[config.mk]
export PLATFORM = sky130hd
export DESIGN_NAME = seven_seg_scan_ctrl
export DESIGN_NICKNAME = d
export VERILOG_FILES = /design/src/rtl/seven_seg_scan_ctrl.sv
export SDC_FILE = /design/constraint.sdc
export NUM_CORES = 1
export LEC_CHECK = 0
export ABC_CLOCK_PERIOD_IN_PS = 3220
export BUFFER_PORTS_ARGS = -buffer_cell sky130_fd_sc_hd__clkbuf_2
export CORE_UTILIZATION = 35
export CTS_CLUSTER_SIZE = 16
export DETAILED_ROUTE_END_ITERATION = 8
export PLACE_DENSITY = 0.6
export SYNTH_ARGS = -nofsm -noshare
export SYNTH_HDL_FRONTEND = slang
export SYNTH_SLANG_ARGS = --single-unit
export TNS_END_PERCENT = 100
[constraint.sdc]
create_clock -name clk -period 3.22 [get_ports clk]
set_clock_uncertainty 0.2 [all_clocks]
set_input_delay 0.644 -clock clk [delete_from_list [all_inputs] [get_ports clk]]
set_output_delay 0.644 -clock clk [all_outputs]
set_load 0.005 [all_outputs]
[src/rtl/seven_seg_scan_ctrl.sv]
// seven_seg_scan_ctrl
// Time-multiplexed scan controller for a bank of common-anode 7-segment
// digits sharing one hex-to-segment decoder. Each slot presents one nibble
// of the displayed word and pulls the matching anode low after a short
// anti-ghosting blank. Displayed words are swapped only on frame wrap so a
// mid-frame load never tears the display.
module seven_seg_scan_ctrl #(
  parameter int NUM_DIGITS   = 4,
  parameter int REFRESH_DIV  = 50000,  // cycles per digit slot, >= 2
  parameter int BLANK_CYCLES = 16      // dark cycles at slot start, < REFRESH_DIV
) (
  input  logic                    clk,
  input  logic                    rst_n,
  input  logic                    enable,
  input  logic                    load,
  input  logic [4*NUM_DIGITS-1:0] data_in,
  input  logic                    lz_en,
  output logic [3:0]              nibble,
  output logic [NUM_DIGITS-1:0]   digit_an_n,
  output logic                    frame_tick
);

  localparam int DATA_W = 4 * NUM_DIGITS;
  localparam int IDX_W  = (NUM_DIGITS > 1) ? $clog2(NUM_DIGITS) : 1;
  localparam int CNT_W  = $clog2(REFRESH_DIV);

  localparam logic [IDX_W-1:0] IDX_LAST  = IDX_W'(NUM_DIGITS - 1);
  localparam logic [CNT_W-1:0] CNT_LAST  = CNT_W'(REFRESH_DIV - 1);
  localparam logic [CNT_W-1:0] CNT_BLANK = CNT_W'(BLANK_CYCLES);

  // Architectural state
  logic [DATA_W-1:0] pending_reg, pending_next;   // last loaded word
  logic [DATA_W-1:0] active_reg,  active_next;    // word being displayed
  logic              lz_reg,      lz_next;        // suppression, latched per frame
  logic [IDX_W-1:0]  idx_reg,     idx_next;       // current digit
  logic [CNT_W-1:0]  cnt_reg,     cnt_next;       // position within the slot
  logic              scan_on_reg, scan_on_next;   // enable as seen on the last edge
  logic              tick_reg,    tick_next;      // frame wrap pulse

  // Slot and frame boundaries, decoded from the current state
  logic slot_end;
  logic frame_wrap;

  assign slot_end   = (cnt_reg == CNT_LAST);
  assign frame_wrap = slot_end && (idx_reg == IDX_LAST);

  // Next-state logic for the scan counters and display buffers
  always_comb begin
    pending_next = load ? data_in : pending_reg;
    active_next  = active_reg;
    lz_next      = lz_reg;
    idx_next     = idx_reg;
    cnt_next     = cnt_reg;
    tick_next    = 1'b0;
    scan_on_next = enable;

    if (!enable) begin
      // Held scan: park at digit 0 and keep the displayed word current so
      // the first enabled frame shows the latest load.
      idx_next    = '0;
      cnt_next    = '0;
      active_next = pending_next;
      lz_next     = lz_en;
    end else begin
      if (slot_end) begin
        cnt_next = '0;
        idx_next = frame_wrap ? '0 : idx_reg + 1'b1;
      end else begin
        cnt_next = cnt_reg + 1'b1;
      end

      if (frame_wrap) begin
        // A load in the wrap cycle itself is taken into the new frame.
        active_next = pending_next;
        lz_next     = lz_en;
        tick_next   = 1'b1;
      end
    end
  end

  // State register with asynchronous active-low reset
  always_ff @(posedge clk or negedge rst_n) begin
    if (!rst_n) begin
      pending_reg <= '0;
      active_reg  <= '0;
      lz_reg      <= 1'b0;
      idx_reg     <= '0;
      cnt_reg     <= '0;
      scan_on_reg <= 1'b0;
      tick_reg    <= 1'b0;
    end else begin
      pending_reg <= pending_next;
      active_reg  <= active_next;
      lz_reg      <= lz_next;
      idx_reg     <= idx_next;
      cnt_reg     <= cnt_next;
      scan_on_reg <= scan_on_next;
      tick_reg    <= tick_next;
    end
  end

  // Per-digit views of the displayed word and leading-zero detection
  logic [3:0]            digit_nib [NUM_DIGITS];
  logic [NUM_DIGITS-1:0] upper_zero;   // nibbles k..NUM_DIGITS-1 all zero
  logic [NUM_DIGITS-1:0] suppress;     // digit k blanked as a leading zero

  for (genvar gi = 0; gi < NUM_DIGITS; gi++) begin : g_digit
    assign digit_nib[gi]  = active_reg[4*gi +: 4];
    assign upper_zero[gi] = (active_reg[DATA_W-1:4*gi] == '0);

    // Digit 0 always shows, so a zero word still displays a single "0".
    if (gi == 0) begin : g_lsd
      assign suppress[gi] = 1'b0;
    end else begin : g_upper
      assign suppress[gi] = lz_reg && upper_zero[gi];
    end
  end

  // Anodes light only in the lit part of an enabled slot
  logic lit_window;

  assign lit_window = scan_on_reg && (cnt_reg >= CNT_BLANK);

  for (genvar gi = 0; gi < NUM_DIGITS; gi++) begin : g_anode
    assign digit_an_n[gi] = ~(lit_window && (idx_reg == IDX_W'(gi)) && !suppress[gi]);
  end

  // Nibble changes together with idx, during the blank window, so the
  // decoder has settled before the anode turns on.
  assign nibble     = scan_on_reg ? digit_nib[idx_reg] : 4'h0;
  assign frame_tick = tick_reg;

endmodule

==> results by group, run 1 <==
Status
  – Outcome: finished, final reports clean

Placement
  – PortBufs: 29
  – Placed insts: ~320
  – Gpl congestion: 0.804
  – HPWL after detailed placement: approximately 3400 um

Job
  – Maxcap violations: 0

Timing
  – Final setup fails: 0
  – Slew HR: around three fifths
  – Least-Margin Pin Slew: between 0.5 and 0.6 ns
  – Pins Over Slew Limit: 0
  – Fin Setup TNS: 0 ns
  – RSZ-0062 raised after global routing: no
  – Peak Freq: between 300 and 400 MHz
  – Min cycle time layout: around 2.9 ns
  – Count of final hold-check violations: 0
  – Hold Slack: around 0.014 ns
  – Crit share post-route: about 91%

Yosys
  – Top cell type by total area after synthesis: dfrtp_1
  – Yosys cell types: 33
  – Most frequent cell after synthesis: dfrtp_1
  – Sequential-to-total area share from yosys stat: 52.9%
  – Syn_nets: 222
  – Mapped Area: roughly 2500 um2
  – EDFF count, synth: 0
  – Cell count after synthesis: ~200
  – Dominant cells by area after synthesis: dfrtp_1, mux2_2, mux2_4, xnor2_1, mux4_2
  – Syn_area_per_cell: roughly 13 um2
  – Predominant post-synthesis flop cell: dfrtp_1
  – Ys Warns: 0
  – Post-synth top area share: between 50 and 60%
  – Synth cell count leaders: dfrtp_1, mux2_2, nor2_1
  – Synth async-reset ratio: between 90% and 100%
  – Synth Register Bits: 53

Floorplanning
  – Num ports: 30
  – Die Y: just under 90 um
  – FP Rows: 30
  – Core Area: approximately 6900 um2
  – Chip width: just under 90 um
  – Die footprint: approximately 7500 um2
  – Starting Density: between 30% and 40%

Power and ir drop
  – Design Power: approximately 1.3 mW
  – Leak: about 1.2 nW
  – Max IR drop VDD: 0.172 mV
  – Pwr dens: between 400 and 500 nW/um2

CTS
  – CTS Buffer Depth: 2
  – CTS H-Tree Depth: 2
  – CTS Buf Count: 5
  – Clock slew at reported path FFs: 0.10 ns
  – Post-CTS Setup Inserts: 0
  – Clk sinks: 53
  – CTS root buf: clkbuf_8
  – Worst skew pair latency: 0.31 ns
  – # hold bufs at CTS: 0
  – CTS tree: built
  – Post_cts resized: 0

Worst setup path
  – Crit path arrival time: 2.10 ns
  – Crit-path cells: or4_4, o41a_2, o211ai_1, clkbuf_2
  – Crit path largest cell delay: 0.55 ns
  – CP startpoint: cnt_reg[13]
  – Setup CP Type: register to primary output
  – Bufs and invs on worst path: 1
  – WP data required: ~2.4 ns
  – FF-to-FF setup slack: approximately 0.6 ns
  – R2R Path Start: idx_reg[0]
  – Setup crit start kind: register
  – Setup crit end kind: primary output
  – Largest delay share family, worst path: compound AO/OA/AOI/OAI gates
  – CP max stage cell: or4_4
  – CP Max Fanout: 4

Cells and area
  – Nets@finish: about 250
  – Final cell count without fillers: approximately 320
  – P&R area growth vs syn: 13.1%
  – Antenna diodes: 0
  – Layout cell share with drive strength beyond 1: 35.7%
  – Post-layout util: between 40 and 50%
  – Fill count: around 650

GRT
  – Global-route wire length before repair: approximately 8300 um
  – Largest net degree at the start of global routing: 23
  – Initial antenna violation count: 0
  – Vias in the first global route: about 1,600
  – Total global-route track usage: between 10% and 20%
  – Grt ovf: 0

Worst hold path
  – Hold Crit Class: input port to asynchronous set/reset pin

Drt
  – Routed WL: about 4700 um
  – Via count: around 1,600
  – Pre-antenna DRT Iters: 4
  – Post-route DRC violation count: 0
  – Routed Antenna Nets: 0
  – Iter 0 DRT Violations: between 100 and 150
  – Routed len/inst: about 15 um
  – Via-to-Cell Ratio: approximately 4.8
## worst paths after layout
check	endpoint	cells past startpoint
max	digit_an_n[1]	4
min	idx_reg[0]	1
max reg2reg	active_reg[9]	5
min reg2reg	pending_reg[14]	1
max in group asynchronous	cnt_reg[10]	2
min in group clk	pending_reg[14]	1
## through the flow
| step | setup slack, ns | area (um2) |
|---|---|---|
| final | 0.279 | 2830 |
| after global routing | 0.217 | 2830 |
| after CTS | 0.273 | 2830 |
| after detailed placement | 0.601 | 2730 |
| after global placement | 0.640 | 2730 |
| after floorplan | 0.807 | 2500 |
## power by group
part,internal [mW],switching [mW]
logic,0.0842,0.0586
registers,0.720,0.0357
clock network,0.177,0.226
total,0.981,0.321
## cell usage in the layout, fill, tap and decap left out, drive strengths merged, types with 6 or more instances in the layout
master and count:
nand3 8, dfrtp 53, nor2 19, xnor2 13, mux2 33, nand4 7
ha 6, clkbuf 35, inv 11, nor4 9
## logic make-up (layout without fill, tap and decap cells)
family	count (synthesis)	count (layout)	share of synthesized area [%]
and+or+nand+nor	64	64	14.3
AOI/OAI and AO/OA	2	2	0.799
muxes	38	38	20.2
buffers and inverters	17	49	3.55
adders and majority gates	6	6	3.00
xor gates and xnor gates	15	15	5.24
DFF	53	53	52.9
## cell type report
cell class | count | area [um2] | share of cell area, %
Clock buffer | 6 | 82.6 | 2.92
Clock inverter | 2 | 16.3 | 0.574
Inverter | 10 | 37.5 | 1.33
Multi-Input combinational cell | 125 | 1090 | 38.5
Sequential cell | 53 | 1330 | 46.8
Tap cell | 96 | 120 | 4.24
Timing Repair Buffer | 31 | 160 | 5.65
## layer usage
metal	wire length [um]	share of wire [%]	vias to the layer above	track usage [%]
met5	0	0	-	0
met4	127	2.7	0	6.67
met1	2450	52	780	22.0
met2	2010	42	31	19.8
li1	-	-	744	-
met3	148	3.1	11	3.33
Note: power is estimated with default switching activity, not from simulation.
==> run 2: changes to the inputs <==
Settings changed: PLACE_DENSITY 0.6 to default, PLACE_DENSITY_LB_ADDON from default to 0.25.
==> results by group, run 2 (synthesized netlist as in run 1, its figures left out) <==
Status
  – Outcome: finished, final reports clean

Cells and area
  – Layout cell share with drive strength beyond 1: between 30% and 40%
  – Commonest non-fill, non-tap cell in the layout: dfrtp_1
  – Multi-input logic area: around 1100 um2
  – P&R area growth vs syn: 12.3%
  – Most frequent cells in the layout: dfrtp_1, clkbuf_2, mux2_2
  – Nets@finish: 252
  – FF/Latch Area: approximately 1300 um2
  – Final instance area: around 2800 um2
  – Antenna diodes: 0
  – Fill count: around 670

Worst setup path
  – Setup crit start kind: register
  – Crit-path cells: or4_4, o41a_2, o211ai_1, clkbuf_2
  – R2R Path Start: idx_reg[0]
  – Crit path largest cell delay: roughly 0.56 ns
  – R2R cell count: 5
  – Crit Reg-Reg Endpoint: active_reg[10]
  – FF-to-FF setup slack: 0.60 ns
  – Crit path arrival time: about 2.1 ns
  – CP Max Fanout: 4
  – Setup CP Type: register to primary output
  – CP max stage cell: or4_4
  – WP data required: around 2.4 ns
  – Setup crit end kind: primary output

CTS
  – CTS tree: built
  – Clk sinks: 53
  – Post-CTS Setup Inserts: 0
  – CTS Buffer Depth: 2
  – CTS root buf: clkbuf_8
  – Worst skew pair latency: 0.30 ns
  – Post_cts resized: 0
  – CTS H-Tree Depth: 2
  – Clock slew at reported path FFs: around 0.090 ns
  – CTS Buf Count: 5
  – # hold bufs at CTS: 0

Floorplanning
  – FP Rows: 30
  – Core Area: just under 7000 um2
  – Die Y: 86.6 um
  – Starting Density: 36.5%
  – Num ports: 30
  – Die footprint: approximately 7500 um2
  – Chip width: ~87 um

Placement
  – PortBufs: 29
  – HPWL after detailed placement: approximately 3300 um
  – Placed instance area: about 2700 um2
  – Gpl congestion: slightly below 0.8

Power and ir drop
  – Pwr dens: 448 nW/um2
  – Leak: 1.20 nW
  – Max IR drop VDD: around 0.2 mV

Drt
  – Routed WL: between 4000 and 5000 um
  – Routed Antenna Nets: 0
  – Iter 0 DRT Violations: 55
  – Via count: 1,576
  – Routed len/inst: roughly 14 um
  – Pre-antenna DRT Iters: 4
  – Via-to-Cell Ratio: ~4.9
  – Post-route DRC violation count: 0

Timing
  – Fin Setup TNS: 0 ns
  – Count of final hold-check violations: 0
  – Slew HR: between 50% and 60%
  – Least-Margin Pin Slew: 0.651 ns
  – RSZ-0062 raised after global routing: no
  – Pins Over Slew Limit: 0
  – Hold Slack: around 0.25 ns
  – Final setup fails: 0
  – Peak Freq: about 340 MHz
  – Crit share post-route: roughly 91%
  – Min cycle time layout: between 2 and 3 ns

GRT
  – Vias in the first global route: 1,622
  – Initial antenna violation count: 0
  – Global-route wire length before repair: 7960 um
  – Grt ovf: 0
  – Largest net degree at the start of global routing: 54
  – Total global-route track usage: 13.8%

Job
  – Maxcap violations: 0

Worst hold path
  – Hold Crit Class: input port to asynchronous set/reset pin
run 2: changes by cell type in the layout (fill, tap and decap cells not counted):
cell	delta
clkinv_2	+2
buf_4	-1
inv_6	-1
clkbuf_8	-1
run 2: worst max path at each step:
stage	from	end	slack, ns	depth (start not counted)
after CTS	cnt_reg[13]	digit_an_n[1]	0.28	4
after global routing	cnt_reg[13]	digit_an_n[1]	0.21	4
after detailed placement	idx_reg[0]	active_reg[6]	0.59	5
after floorplan	idx_reg[1]	active_reg[0]	0.81	6
after global placement	idx_reg[0]	active_reg[5]	0.62	5
final	cnt_reg[12]	digit_an_n[1]	0.30	4
run 2: layout make-up:
type / instances / area share (%)
flip-flops and latches: 53 / 47.2
multi-input cells: 125 / 38.7
repair buffers: 30 / 5.43
well taps: 96 / 4.27
clock buffers: 5 / 2.45
inverters: 10 / 1.33
clock inverters: 3 / 0.623
run 2: worst max-delay path, delay by kind of cell (launching register included):
| family | cells | cell delay [ns] |
|---|---|---|
| AO/OA/AOI/OAI | 2 | 0.66 |
| AND/OR/NAND/NOR | 1 | 0.56 |
| flip-flops | 1 | 0.41 |
| buffers and inverters | 1 | 0.15 |
run 2: report_power, final:
group	leakage, nW	switching, mW	internal (mW)	total [mW]
Combinational	0.497	0.0567	0.0834	0.140
Clock	0.0439	0.214	0.151	0.364
Sequential	0.661	0.0369	0.720	0.757
run 2: metrics by stage:
step	setup slack, ns	utilization [%]	std cells	power [mW]
6_report	0.296	40.9	322	1.26
5_1_grt	0.210	40.9	322	1.33
4_1_cts	0.278	40.9	322	1.28
3_5_place_dp	0.588	39.7	314	0.913
3_3_place_gp	0.621	39.7	314	0.910
2_1_floorplan	0.807	-	195	0.857
run 2: per-layer routing:
metal	global-route usage (%)	vias to the layer above	wire, um
li1	-	748	-
met1	20.0	796	2330
met2	20.3	28	2080
met3	2.48	4	128
met4	5.76	0	57
met5	0	-	0
